### src/rtl/uart_tx_engine.sv
// uart_tx_engine: TX FIFO plus asynchronous frame serializer for the APB UART transmit path.
// Latency: write sampled at edge E pops at E+1 and drives the start bit from E+2; queued frames are separated by one idle cycle.
// Backpressure: none upstream; a write to a full FIFO is dropped and flagged on overflow unless a pop frees a slot that cycle.
//
// Ports:
//   CLK, RSTN        clock, asynchronous active-low reset
//   wr_valid/wr_data one-cycle THR write strobe and byte
//   fifo_clr         synchronous FIFO flush; the frame already on the line finishes
//   divisor          {DLM,DLL}, bit period = 16*divisor cycles, 0 holds off new frames
//   lcr              [1:0] word length-5, [2] two stop bits, [3] parity enable,
//                    [4] even parity, [5] stick parity, [6] break (live, not latched)
//   SOUT             serial line, idle high
//   thre/temt        FIFO empty / FIFO empty and serializer idle
//   fifo_full, fifo_count, overflow  FIFO status, overflow is a one-cycle pulse
//
// Build option: define UART_TX_PARITY_EN to support the parity bit; without it lcr[5:3] are ignored.
module uart_tx_engine #(
   parameter int FIFO_DEPTH = 16
) (
   input  logic                        CLK,
   input  logic                        RSTN,
   input  logic                        wr_valid,
   input  logic [7:0]                  wr_data,
   input  logic                        fifo_clr,
   input  logic [15:0]                 divisor,
   input  logic [6:0]                  lcr,
   output logic                        SOUT,
   output logic                        thre,
   output logic                        temt,
   output logic                        fifo_full,
   output logic [$clog2(FIFO_DEPTH):0] fifo_count,
   output logic                        overflow
);

   localparam int AW = $clog2(FIFO_DEPTH);
   localparam logic [AW:0] DEPTH_C = (AW+1)'(FIFO_DEPTH);

   localparam logic [2:0] IDLE  = 3'd0;
   localparam logic [2:0] START = 3'd1;
   localparam logic [2:0] DATA  = 3'd2;
   localparam logic [2:0] STOP  = 3'd4;
`ifdef UART_TX_PARITY_EN
   localparam logic [2:0] PARITY = 3'd3;
`endif

   logic [7:0]    mem [FIFO_DEPTH];
   logic [AW-1:0] wr_ptr, rd_ptr;
   logic [AW:0]   count_n;
   logic          full, pop, push;
   logic [7:0]    head;

   logic [2:0]    state, state_n;
   logic [19:0]   timer;
   logic [2:0]    bit_cnt;
   logic [2:0]    last_bit;
   logic [7:0]    shift;
   logic [15:0]   div_lat;
   logic [1:0]    wl_lat;
   logic          stop2_lat;
   logic          bit_end;
   logic          line_bit;

   assign full     = (fifo_count == DEPTH_C);
   assign head     = mem[rd_ptr];
   // Flush wins over a pop: the head byte is discarded, not sent.
   assign pop      = (state == IDLE) && (fifo_count != '0) && (divisor != '0) && !fifo_clr;
   // A full FIFO still accepts a write when the same cycle pops a slot free.
   assign push     = wr_valid && !fifo_clr && (!full || pop);
   assign bit_end  = (timer == '0);
   assign last_bit = 3'd4 + {1'b0, wl_lat};

`ifdef UART_TX_PARITY_EN
   logic       pen_lat, par_lat;
   logic [7:0] data_mask;
   logic       par_calc;
   // Parity is computed from the popped byte while it is latched, so only the bit itself is stored.
   assign data_mask = 8'hFF >> (2'd3 - lcr[1:0]);
   assign par_calc  = lcr[5] ? ~lcr[4]
                    : (lcr[4] ? ^(head & data_mask) : ~^(head & data_mask));
`else
   logic unused_lcr;
   assign unused_lcr = ^lcr[5:3];
`endif

   // ---------------- TX FIFO ----------------
   always_comb begin
      count_n = fifo_count;
      if (fifo_clr)
         count_n = '0;
      else if (push && !pop)
         count_n = fifo_count + 1'b1;
      else if (pop && !push)
         count_n = fifo_count - 1'b1;
   end

   always_ff @(posedge CLK) begin
      if (push)
         mem[wr_ptr] <= wr_data;
   end

   always_ff @(posedge CLK or negedge RSTN) begin
      if (!RSTN) begin
         wr_ptr     <= '0;
         rd_ptr     <= '0;
         fifo_count <= '0;
         overflow   <= 1'b0;
         thre       <= 1'b1;
         temt       <= 1'b1;
         fifo_full  <= 1'b0;
      end else begin
         if (fifo_clr) begin
            wr_ptr <= '0;
            rd_ptr <= '0;
         end else begin
            if (push) wr_ptr <= wr_ptr + 1'b1;
            if (pop)  rd_ptr <= rd_ptr + 1'b1;
         end
         fifo_count <= count_n;
         overflow   <= wr_valid && !fifo_clr && full && !pop;
         // Status is registered from next-state values so it lines up with fifo_count.
         thre       <= (count_n == '0);
         fifo_full  <= (count_n == DEPTH_C);
         temt       <= (count_n == '0) && (state_n == IDLE);
      end
   end

   // ---------------- serializer ----------------
   always_comb begin
      state_n = state;
      case (state)
         IDLE:  if (pop) state_n = START;
         START: if (bit_end) state_n = DATA;
         DATA:  if (bit_end && bit_cnt == last_bit)
`ifdef UART_TX_PARITY_EN
                   state_n = pen_lat ? PARITY : STOP;
         PARITY: if (bit_end) state_n = STOP;
`else
                   state_n = STOP;
`endif
         // bit_cnt counts the first of two stop bits.
         STOP:  if (bit_end && (!stop2_lat || bit_cnt != 3'd0)) state_n = IDLE;
         default: state_n = IDLE;
      endcase
   end

   always_comb begin
      line_bit = 1'b1;
      case (state)
         START:  line_bit = 1'b0;
         DATA:   line_bit = shift[0];
`ifdef UART_TX_PARITY_EN
         PARITY: line_bit = par_lat;
`endif
         default: line_bit = 1'b1;
      endcase
   end

   always_ff @(posedge CLK or negedge RSTN) begin
      if (!RSTN) begin
         state     <= IDLE;
         timer     <= '0;
         bit_cnt   <= '0;
         shift     <= '0;
         div_lat   <= '0;
         wl_lat    <= '0;
         stop2_lat <= 1'b0;
`ifdef UART_TX_PARITY_EN
         pen_lat   <= 1'b0;
         par_lat   <= 1'b0;
`endif
         SOUT      <= 1'b1;
      end else begin
         state <= state_n;
         // Break is applied on the registered line only; the frame keeps running underneath.
         SOUT  <= lcr[6] ? 1'b0 : line_bit;
         if (pop) begin
            shift     <= head;
            div_lat   <= divisor;
            wl_lat    <= lcr[1:0];
            stop2_lat <= lcr[2];
`ifdef UART_TX_PARITY_EN
            pen_lat   <= lcr[3];
            par_lat   <= par_calc;
`endif
            timer     <= {divisor, 4'b0000} - 20'd1;
            bit_cnt   <= '0;
         end else if (state != IDLE) begin
            if (!bit_end) begin
               timer <= timer - 1'b1;
            end else begin
               timer <= {div_lat, 4'b0000} - 20'd1;
               if (state == DATA)
                  shift <= {1'b0, shift[7:1]};
               bit_cnt <= (state_n != state) ? 3'd0 : bit_cnt + 1'b1;
            end
         end
      end
   end

endmodule
### config.mk
export PLATFORM = sky130hd
export DESIGN_NAME = uart_tx_engine
export DESIGN_NICKNAME = d
export VERILOG_FILES = /design/src/rtl/uart_tx_engine.sv
export SDC_FILE = /design/constraint.sdc
export NUM_CORES = 1
export LEC_CHECK = 0
export CAP_MARGIN = 20
export CORE_MARGIN = 5
export CORE_UTILIZATION = 54
export DETAILED_ROUTE_END_ITERATION = 16
export PLACE_DENSITY = 0.76
export SYNTH_ARGS = -nofsm -noshare
export SYNTH_HDL_FRONTEND = slang
export SYNTH_SLANG_ARGS = --single-unit
### constraint.sdc
create_clock -name CLK -period 2.9 [get_ports CLK]
set_input_delay 0.87 -clock CLK [delete_from_list [all_inputs] [get_ports CLK]]
set_output_delay 0.87 -clock CLK [all_outputs]
set_load 0.005 [all_outputs]
# Word-level counts from Yosys, hierarchy flattened
# Memories as Yosys holds them, arrays and structs flattened.
# Cells that the tools add are included.
# word_totals
input_bits	35
latchBits	0
mem_count	1
ram_bits	128
mem_bits_ro	0
ff_bits	71
# op_classes
n_reduce_logical	34
div_mod_pow	0
bitwise_logic	0
mux	27
n_shift	0
n_mul	0
n_eq_ne	7
magnitude_cmp	0
n_addsub	9
# memory_table
name	words	width	read_ports	rd_clocked_by_memory_dff	write_ports	line_no	text
mem	16	8	1	0	1	46	logic [7:0] mem [FIFO_DEPTH];
# op_table
operator	n
two-way mux 20 bit	3
subtractor 20 x 1 -> 20 bit, second input constant	3
two-way mux 8 bit	4
two-way mux 3 bit	8
logical NOT 20 bit	1
two-way mux 4 bit	4
nonzero test 16 bit	1
two-way mux 5 bit	3
logical AND 1 bit	12
case mux 3 bit (4 select lines)	1
== test 5 bit, second input constant	2
nonzero test 2 bit	5
adder 4 x 1 -> 4 bit, second input constant	2
logical NOT 3 bit	2
nonzero test 3 bit	2
adder 5 x 1 -> 5 bit, second input constant	1
logical NOT 1 bit	5
logical NOT 5 bit	1
nonzero test 5 bit	1
subtractor 5 x 1 -> 5 bit, second input constant	1
adder 3 x 1 -> 3 bit, second input constant	1
adder 3 x 2 -> 3 bit, first input constant	1
== test 3 x 1 -> 1 bit, second input constant	1
== test 3 x 2 -> 1 bit, second input constant	1
8 further kinds	11

# Depth between registers and ports, before layout
# Gate-level depths: netlist of run 1.
# logic_depth
word_depth	13
ltp_mapped	12
depth_no_buf	9

# Worst setup path after synthesis of run 1
# OpenSTA, ideal clock, no wires.
# synth_path
path_kind	input -> register
startpoint	input port divisor[0]
endpoint	register temt
t_required_ns	2.810
path_stages	10
path_slack_ns	-0.518
arrival_time_ns	3.328
setup_ns	0.090
cell_sequence	inv_1 > ha_1 > or4b_4 > nor4_4 > a21o_1 > buf_6 > mux2i_1 > mux2_4 > a2111o_1 > nor4_2
# synth_between
elab_chain_len	12
word_cells_on_any_way	17
cone_classes	5 x mux; 12 x reduce/logical
# synth_rtl
item	line_no	text
from (decl)	25	input logic [15:0] divisor,
nonzero test 16 bit (*)	66	assign pop = (state == IDLE) && (fifo_count != '0) && (divisor != '0) && !fifo_clr;
logical AND 1 bit (*) (2 in series)	66	
logical OR 1 bit	68	assign push = wr_valid && !fifo_clr && (!full || pop);
logical AND 1 bit	68	
logical NOT 1 bit	92	else if (pop && !push)
logical AND 1 bit	92	
two-way mux 5 bit	92	
two-way mux 5 bit (*)	90	else if (push && !pop)
two-way mux 5 bit (*)	88	if (fifo_clr)
named net count_n[0]	48	logic [AW:0] count_n;
logical NOT 5 bit (*)	123	temt <= (count_n == '0) && (state_n == IDLE);
logical AND 1 bit (*)	123	
to (signal assigned)	123	
to (decl)	29	output logic temt,
# The timed path passes the listed nets; every way through them passes the cells marked *.
# A chain may end at the register's enable or synchronous reset.

# Worst setup path after layout of run 1
# layout_path
startpoint	input port divisor[1]
endpoint	register temt
# Same word-level chain as after synthesis.

==> results of run 1 <==
cell usage in the layout (no fill, tap or decap), drive strengths merged, types with 4 or more instances in the layout:
cell type | synthesis | routed
buf | 10 | 99
and3 | 4 | 4
clkdlybuf4s50 | 0 | 27
dfrtp | 68 | 68
nand2b | 4 | 4
nand3 | 7 | 7
nor2b | 6 | 6
nor2 | 43 | 43
nand2 | 96 | 96
and2 | 10 | 10
clkdlybuf4s15 | 0 | 5
nand4 | 7 | 7
ha | 13 | 13
o21ai | 26 | 26
mux2i | 10 | 10
or4 | 7 | 7
a31oi | 5 | 5
o31ai | 5 | 5
mux4 | 40 | 40
xor2 | 20 | 20
edfxtp | 128 | 128
a211oi | 8 | 8
a21oi | 19 | 19
inv | 20 | 31
nor4 | 11 | 11
nor3 | 20 | 20
clkinv | 0 | 4
or3 | 8 | 8
xnor2 | 21 | 21
clkbuf | 22 | 17
flip-flops by register name (all words and copies together) (netlist names):
name and count:
temt 1, fifo_count 5, rd_ptr 4, bit_cnt 3
SOUT 1, fifo_full 1, mem 128, timer 20
shift 8, overflow 1, stop2_lat 1, wr_ptr 4
wl_lat 2, state 3, thre 1, div_lat 16
kinds of logic (layout without fill, tap and decap cells):
family	Yosys count	count (layout)	share of synthesized area
adder cells (fa/ha/maj)	13	13	0.0176
XOR/XNOR	41	41	0.0389
AND/OR/NAND/NOR	240	240	0.132
buffers and inverters	53	185	0.0268
AO/OA/AOI/OAI	92	92	0.0658
flip-flops	199	199	0.609
multiplexers	51	51	0.110
worst max-delay path by stage:
stage                          start                  end  depth (start not counted)
after floorplan           divisor[1]       temt$_DFF_PN1_                         10
after global placement    divisor[1]       temt$_DFF_PN1_                         11
after detailed placement  divisor[1]  fifo_full$_DFF_PN0_                         11
after CTS                 divisor[0]       temt$_DFF_PN1_                         10
after global routing      divisor[1]  fifo_full$_DFF_PN0_                         11
final                     divisor[1]       temt$_DFF_PN1_                         10
power breakdown:
group | total (mW) | switching, mW | internal [mW]
Clock | 2.56 | 1.32 | 1.24
Combinational | 0.358 | 0.197 | 0.162
Sequential | 3.10 | 0.0353 | 3.07
Total | 6.02 | 1.55 | 4.47
worst register-to-register path: stages (launching register included):
cell and delay [ns]:
dfrtp_1 0.40, inv_1 0.08, ha_1 0.19, nor4b_1 0.41
or2b_2 0.21, a21o_1 0.19, mux2i_2 0.26, mux2_4 0.32
a2111o_1 0.43, nor4_2 0.28
through the flow:
step | util | power (mW) | TNS (ns) | area, sq um
after floorplan | - | 3.30 | -6.88 | 9340
after CTS | 0.674 | 6.04 | -0.323 | 11300
after global placement | 0.630 | 3.50 | -172.46 | 10500
final | 0.678 | 6.02 | -0.577 | 11300
after global routing | 0.678 | 6.20 | -1.10 | 11300
after detailed placement | 0.630 | 3.51 | -186.57 | 10500
metal layers:
metal  track usage  up-vias
met1         0.289     3176
met2         0.423      252
met4        0.0882        0
met3        0.0373       44
met5             0        -
li1              -     2820
final cells by class:
type	count	area, sq um	area share
Clock inverter	15	228	0.0201
Tap cell	220	275	0.0243
Inverter	20	92.6	0.00817
Clock buffer	17	425	0.0375
Timing Repair Buffer	133	1170	0.104
Sequential cell	199	5630	0.497
Multi-Input combinational cell	437	3510	0.310
repair_timing:
item | in CTS | in global routing
setup endpoints to repair | 194 | 126
buffers inserted | 10 | 1
gates cloned | 0 | 1
resized for setup | 47 | 13
pin swaps | 8 | 1
==> run_results.csv, run 1 <==
group,metric,value,unit
drt,routedWlPerCell,21.8,microns
setup_path,critPathCaptureType,"flop",
cts,cts.sinks,199,
grt,antenna_found_initial,0,
synthesis,synth_ff_type,"edfxtp_1",
drt,wl_met1,8510,microns
die,io_pins,45,
cells_and_area,n_fill_cell,1166,
synthesis,synth.avg_cell_area,13.4,sq um
setup_path,slowest_delay,0.49,ns
placement,portBuffers,41,
die,core,16700,sq um
cts,cts_buffers,17,
drt,topRoutingLayerUsed,"met4",
synthesis,synth_top_area_frac,0.416,
grt,grt_pass1_vias,6547,
cells_and_area,final_layout_size_suffix_gt1_frac,0.267,
cts,cts_hold_buf,0,
setup_path,cp_top_family,"simple AND/OR/NAND/NOR gates",
die,die_h,141,microns
synthesis,synth_common_cells,"edfxtp_1, nand2_1, dfrtp_1",
run,maxCapViolations,0,
drt,drc_errors,0,
grt,grt_pass1_wl,35800,microns
grt,gr-total-overflow,0,
drt,drt-total-wl,22700,microns
placement,hpwl,15200,microns
synthesis,synth_area,9240,sq um
cells_and_area,nets,856,
synthesis,synth_cells,689,
timing,rsz0062_at_grt,"yes",
run_status,status,"finished with violations",
timing,max_freq,321,MHz
synthesis,synth_area_leaders,"edfxtp_1, dfrtp_1, mux4_2",
run_status,violations,"setup timing",
timing,hold_violations,0,
die,die_x,141,microns
placement,gp_congestion,0.920,
drt,via_per_inst,6.04,
drt,dr.first_iter.drc_count,524,
die,floorplan.initialDensity,0.553,
timing,finalClockSkew,0.0180,ns
setup_path,crit_type,"input pin to flop",
setup_path,timing.rr.end,"temt$_DFF_PN1_",
die,row_count,47,
grt,grt_max_degree,41,
grt,track_usage,0.236,
setup_path,cp.required,3.26,ns
cts,cts_max_level,4,
drt,wl_met3,1260,microns
synthesis,synth_seq_cells,199,
timing,report.final.slew_viol_count,0,
timing,timing.slew.headroom,0.485,
synthesis,ys_warn_count,0,
setup_path,path_cells,"buf_12 > inv_12 > ha_4 > or4b_4 > nor4_4 > a21o_1 > mux2i_2 > mux2_4 > a2111o_1 > nor4_2",
hold_path,hold_class,"input pin to async pin",
placement,place_ws,-1.19,ns
power_and_ir_drop,power_density,531,nW/um^2
synthesis,yosysTopAreaCell,"edfxtp_1",
setup_path,cp_data_arrival_time,3.47,ns
synthesis,yosysMostFrequentCell,"edfxtp_1",
setup_path,crit_fanout,3,
timing,setup_slack,-0.215,ns
timing,setup_viol,3,
cts,insertion_delay,0.45,ns
die,die_area,19800,sq um
drt,met2_wirelength,12300,microns
power_and_ir_drop,ir_drop,0.000665,V
timing,tightest_slew,0.771,ns
synthesis,seq_area_frac_synth,0.609,
synthesis,ys_types,72,
setup_path,slowest_stage,"or4b_4",
synthesis,synth_edf_count,128,
timing,final.period_utilization,1.07,
placement,dp.cells,997,
cts,clk_path_buf_depth,2,
drt,first_pass_iters,6,
timing,hold_ws,0.413,ns
cells_and_area,final_cell_count_no_fill,1041,
setup_path,critPathLaunchType,"input pin",
timing,fin_crit,3.12,ns
cts,cts_tree,"yes",
power_and_ir_drop,leakage,4.22,nW
setup_path,ff2ff_path_depth,9,
cells_and_area,syn2layout_area_growth,22.7,%
cts,clockRootBuffer,"clkbuf_16",
synthesis,syn-num-nets,737,
setup_path,r2r_slack,0.05,ns
cells_and_area,diodes,0,
drt,num_vias,6292,
setup_path,crit_buf_inv,2,
setup_path,reg2reg_from,"fifo_count[1]$_DFF_PN0_",
cts,path_clk_slew,0.08,ns
synthesis,async_reset_ff_frac,0.357,
drt,ant_nets,0,
Power figures use the tool's default switching activity.
==> run 2, diff against run 1 <==
- CORE_UTILIZATION: 54 -> 55
- DONT_BUFFER_PORTS: unset -> 1
- PLACE_DENSITY: 0.76 -> 0.73
- TNS_END_PERCENT: unset -> 10
==> run_results.csv, run 2 (same netlist as run 1, synthesis figures left out) <==
group,metric,value,unit
setup_path,cp_data_arrival_time,3.26,ns
drt,ant_nets,0,
cells_and_area,top_regs,"mem x128, timer x20, div_lat x16",
drt,dr.first_iter.drc_count,534,
drt,drc_errors,0,
power_and_ir_drop,ir_drop,0.000672,V
cells_and_area,largest_register_ff_count,128,
drt,via_per_inst,6.10,
placement,portBuffers,0,
setup_path,critPathCapture,"temt$_DFF_PN1_",
cells_and_area,syn2layout_area_growth,14.3,%
setup_path,reg2reg_from,"timer[11]$_DFFE_PN0P_",
cts,clk_path_buf_depth,2,
placement,gp_congestion,0.871,
die,die_h,140,microns
cells_and_area,final_common_cell,"edfxtp_1",
cells_and_area,multiInputGateArea,3420,sq um
timing,timing.slew.headroom,0.500,
grt,antenna_found_initial,0,
die,core,16500,sq um
cts,cts.sinks,199,
timing,setup_slack,-0.00139,ns
timing,tightest_slew,0.739,ns
cells_and_area,n_fill_cell,1207,
cells_and_area,register_area,5630,sq um
timing,setup_viol,1,
cts,insertion_delay,0.44,ns
drt,routedWlPerCell,20.7,microns
setup_path,r2r_slack,0.12,ns
drt,first_pass_iters,5,
setup_path,cp.required,3.25,ns
timing,hold_violations,0,
grt,grt_pass1_wl,32500,microns
timing,hold_ws,0.119,ns
cts,cts_max_level,4,
cells_and_area,final_layout_size_suffix_gt1_frac,0.230,
setup_path,ff2ff_path_depth,7,
hold_path,hold_class,"input pin to async pin",
timing,rsz0062_at_grt,"yes",
die,die_x,140,microns
cells_and_area,final_cell_mix,"edfxtp_1, nand2_1, dfrtp_1, buf_4, nor2_1",
cts,cts_hold_buf,0,
setup_path,critPathLaunchType,"input pin",
die,row_count,47,
grt,grt_pass1_vias,5969,
setup_path,crit_fanout,5,
cts,path_clk_slew,0.08,ns
setup_path,critPathCaptureType,"flop",
placement,place_ws,-0.470,ns
timing,setup_tns,-0.00139,ns
grt,track_usage,0.212,
grt,grt_max_degree,72,
run_status,violations,"setup timing",
run_status,status,"finished with violations",
timing,max_freq,345,MHz
timing,final.period_utilization,1.00,
die,io_pins,45,
setup_path,crit_type,"input pin to flop",
cts,clockRootBuffer,"clkbuf_16",
placement,hpwl,13500,microns
cts,cts_buffers,17,
die,die_area,19500,sq um
timing,finalClockSkew,0.0165,ns
power_and_ir_drop,leakage,3.87,nW
cells_and_area,diodes,0,
timing,report.final.slew_viol_count,0,
cells_and_area,nets,783,
timing,fin_crit,2.90,ns
drt,drt-total-wl,20000,microns
setup_path,critPathLaunch,"divisor[1]",
drt,num_vias,5904,
power_and_ir_drop,power_density,554,nW/um^2
cts,cts_tree,"yes",
cells_and_area,top_register,"mem",
setup_path,timing.rr.end,"bit_cnt[2]$_DFFE_PN0P_",
grt,gr-total-overflow,0,
power_and_ir_drop,power,5.85,mW
die,floorplan.initialDensity,0.559,
run,maxCapViolations,0,
==> run 2: final cells by class <==
cell class                      instances  area share
Clock buffer                           17      0.0403
Clock inverter                         15      0.0212
Inverter                               20     0.00877
Multi-Input combinational cell        437       0.324
Sequential cell                       199       0.533
Tap cell                              220      0.0261
Timing Repair Buffer                   60      0.0462
==> run 2: how the worst min path moves through the flow <==
stage	from	end	slack [ns]
detailed placement	shift[4]$_DFFE_PN0P_	shift[4]$_DFFE_PN0P_	0.47
CTS	RSTN	div_lat[2]$_DFFE_PN0N_	0.11
finish	RSTN	div_lat[2]$_DFFE_PN0N_	0.12
floorplan	shift[0]$_DFFE_PN0P_	shift[0]$_DFFE_PN0P_	0.44
global placement	shift[5]$_DFFE_PN0P_	shift[5]$_DFFE_PN0P_	0.46
global route	RSTN	div_lat[3]$_DFFE_PN0N_	0.1
==> run 2: power by group <==
part	internal (mW)	total [mW]	switching, mW
combinational	0.0914	0.191	0.0994
sequential	3.07	3.10	0.0351
clock	1.30	2.55	1.26
==> run 2: critical path, stage by stage <==
cell and delay (ns):
inv_12 0.03, ha_4 0.14, or4b_4 0.50, nor4_4 0.31
a21o_1 0.27, buf_4 0.19, a21oi_1 0.05, a311o_1 0.29
a2111o_1 0.45, nor4_2 0.15
==> run 2: what timing repair did <==
action,CTS,global route
endpoints found under the setup margin,18,65
resized for setup,2,10
pin swaps,1,1
setup buffers,0,4
==> run 2: layer usage <==
layer	wire [microns]	up-vias	GRT usage
met5	0	-	0
met4	264	0	0.0525
met3	1260	24	0.0456
met2	9920	217	0.343
met1	8580	2992	0.297
li1	-	2671	-
==> run 2: per-stage QoR <==
stage          cell area, sq um  cells  utilization
6_report                  10600    968        0.639
5_1_grt                   10600    968        0.639
4_1_cts                   10500    964        0.636
3_5_place_dp               9840    932        0.596
3_3_place_gp               9840    932        0.596
2_1_floorplan              9280    689            -
==> run 3, diff against run 2 <==
- CORE_ASPECT_RATIO: unset -> 1.4
==> run_results.csv, run 3 (same netlist as run 1, synthesis figures left out) <==
group,metric,value,unit
run_status,status,"finished with violations",
run_status,violations,"setup timing",
setup_path,ff2ff_path_depth,7,
timing,tightest_slew,0.695,ns
placement,hpwl,14300,microns
grt,grt_pass1_vias,6094,
setup_path,cp_data_arrival_time,3.28,ns
die,floorplan.initialDensity,0.556,
cts,path_clk_slew,0.08,ns
cells_and_area,final_layout_size_suffix_gt1_frac,0.217,
grt,grt_pass1_wl,32800,microns
placement,gp_congestion,0.846,
cts,insertion_delay,0.45,ns
drt,via_per_inst,6.23,
drt,topRoutingLayerUsed,"met4",
timing,report.final.slew_viol_count,0,
cts,cts.sinks,199,
grt,track_usage,0.221,
cts,clockRootBuffer,"clkbuf_16",
timing,setup_viol,2,
power_and_ir_drop,leakage,3.84,nW
cts,cts_tree,"yes",
drt,wl_met3,995,microns
timing,setup_slack,-0.0276,ns
drt,routedWlPerCell,21.6,microns
setup_path,critPathCaptureType,"flop",
drt,num_vias,5898,
drt,wl_met1,7600,microns
cts,cts_hold_buf,0,
cells_and_area,syn2layout_area_growth,13.5,%
cts,clk_path_buf_depth,2,
cells_and_area,nets,778,
cts,cts_setup_buffers,0,
setup_path,cp.required,3.26,ns
setup_path,r2r_slack,0.10,ns
die,io_pins,45,
drt,first_pass_iters,5,
timing,final.period_utilization,1.01,
timing,max_freq,342,MHz
drt,met2_wirelength,11200,microns
cells_and_area,top_regs,"mem x128, timer x20, div_lat x16",
grt,gr-total-overflow,0,
drt,drc_errors,0,
timing,rsz0062_at_grt,"yes",
timing,finalClockSkew,0.0102,ns
power_and_ir_drop,ir_drop,0.000465,V
setup_path,crit_type,"input pin to flop",
timing,hold_ws,0.109,ns
timing,timing.slew.headroom,0.530,
setup_path,crit_fanout,6,
setup_path,critPathLaunchType,"input pin",
grt,grt_max_degree,72,
setup_path,reg2reg_from,"timer[11]$_DFFE_PN0P_",
cells_and_area,largest_register_ff_count,128,
placement,portBuffers,0,
die,core,16600,sq um
drt,ant_nets,0,
die,die_area,19500,sq um
setup_path,timing.rr.end,"temt$_DFF_PN1_",
die,row_count,56,
cells_and_area,diodes,0,
timing,hold_violations,0,
die,die_x,120,microns
drt,dr.first_iter.drc_count,448,
power_and_ir_drop,power_density,546,nW/um^2
cells_and_area,final_cell_mix,"edfxtp_1, nand2_1, dfrtp_1, buf_4, nor2_1",
cells_and_area,top_register,"mem",
cts,cts_max_level,4,
run,maxCapViolations,0,
drt,drt-total-wl,20500,microns
grt,antenna_found_initial,0,
cells_and_area,utilization,0.631,
timing,fin_crit,2.93,ns
cts,cts_buffers,17,
power_and_ir_drop,power,5.72,mW
die,die_h,163,microns
cells_and_area,final_common_cell,"edfxtp_1",
hold_path,hold_class,"input pin to async pin",
run 3: stage by stage:
stage	cell area (sq um)	TNS [ns]	setup WS (ns)	cells
6_report	10500	-0.0304	-0.0276	946
5_1_grt	10500	-0.334	-0.0917	946
4_1_cts	10500	-0.00363	-0.00363	946
3_5_place_dp	9830	-40.58	-0.477	914
3_3_place_gp	9810	-36.38	-0.440	912
2_1_floorplan	9280	-15.24	-0.327	689
run 3: how the worst max path moves through the flow:
stage	start	endpoint	slack, ns	depth (start not counted)
after CTS	divisor[1]	temt$_DFF_PN1_	-0.004	10
after detailed placement	divisor[1]	temt$_DFF_PN1_	-0.48	10
after global placement	divisor[1]	mem[7][5]$_DFFE_PP_	-0.44	9
after floorplan	divisor[1]	temt$_DFF_PN1_	-0.33	10
after global routing	divisor[1]	temt$_DFF_PN1_	-0.09	10
final	divisor[1]	temt$_DFF_PN1_	-0.03	10
run 3: cell type report:
type                            instances  area [sq um]
Clock buffer                           17           425
Inverter                               20          92.6
Sequential cell                       199          5630
Tap cell                              203           254
Multi-Input combinational cell        437          3410
Fill cell                            1185          6130
Timing Repair Buffer                   55           460
Clock inverter                         15           211
run 3: per-layer routing:
metal | vias up | GRT usage
met5 | - | 0
met4 | 0 | 0.102
met3 | 47 | 0.0416
met2 | 192 | 0.397
met1 | 2995 | 0.255
li1 | 2664 | -
run 3: what timing repair did:
item,in CTS,in global routing
gates resized for setup,2,5
pin swaps,1,0
setup endpoints to repair,15,38
run 3: worst max-delay path: stages:
cell and delay [ns]:
inv_12 0.03, ha_4 0.11, or4b_4 0.49, nor4_4 0.34, a21o_1 0.30, buf_4 0.20, a21oi_1 0.05, a311o_1 0.29
a2111o_1 0.45, nor4_2 0.16
run 3: power by group:
group | internal [mW] | switching [mW]
combinational | 0.0910 | 0.100
clock | 1.19 | 1.23
sequential | 3.07 | 0.0350
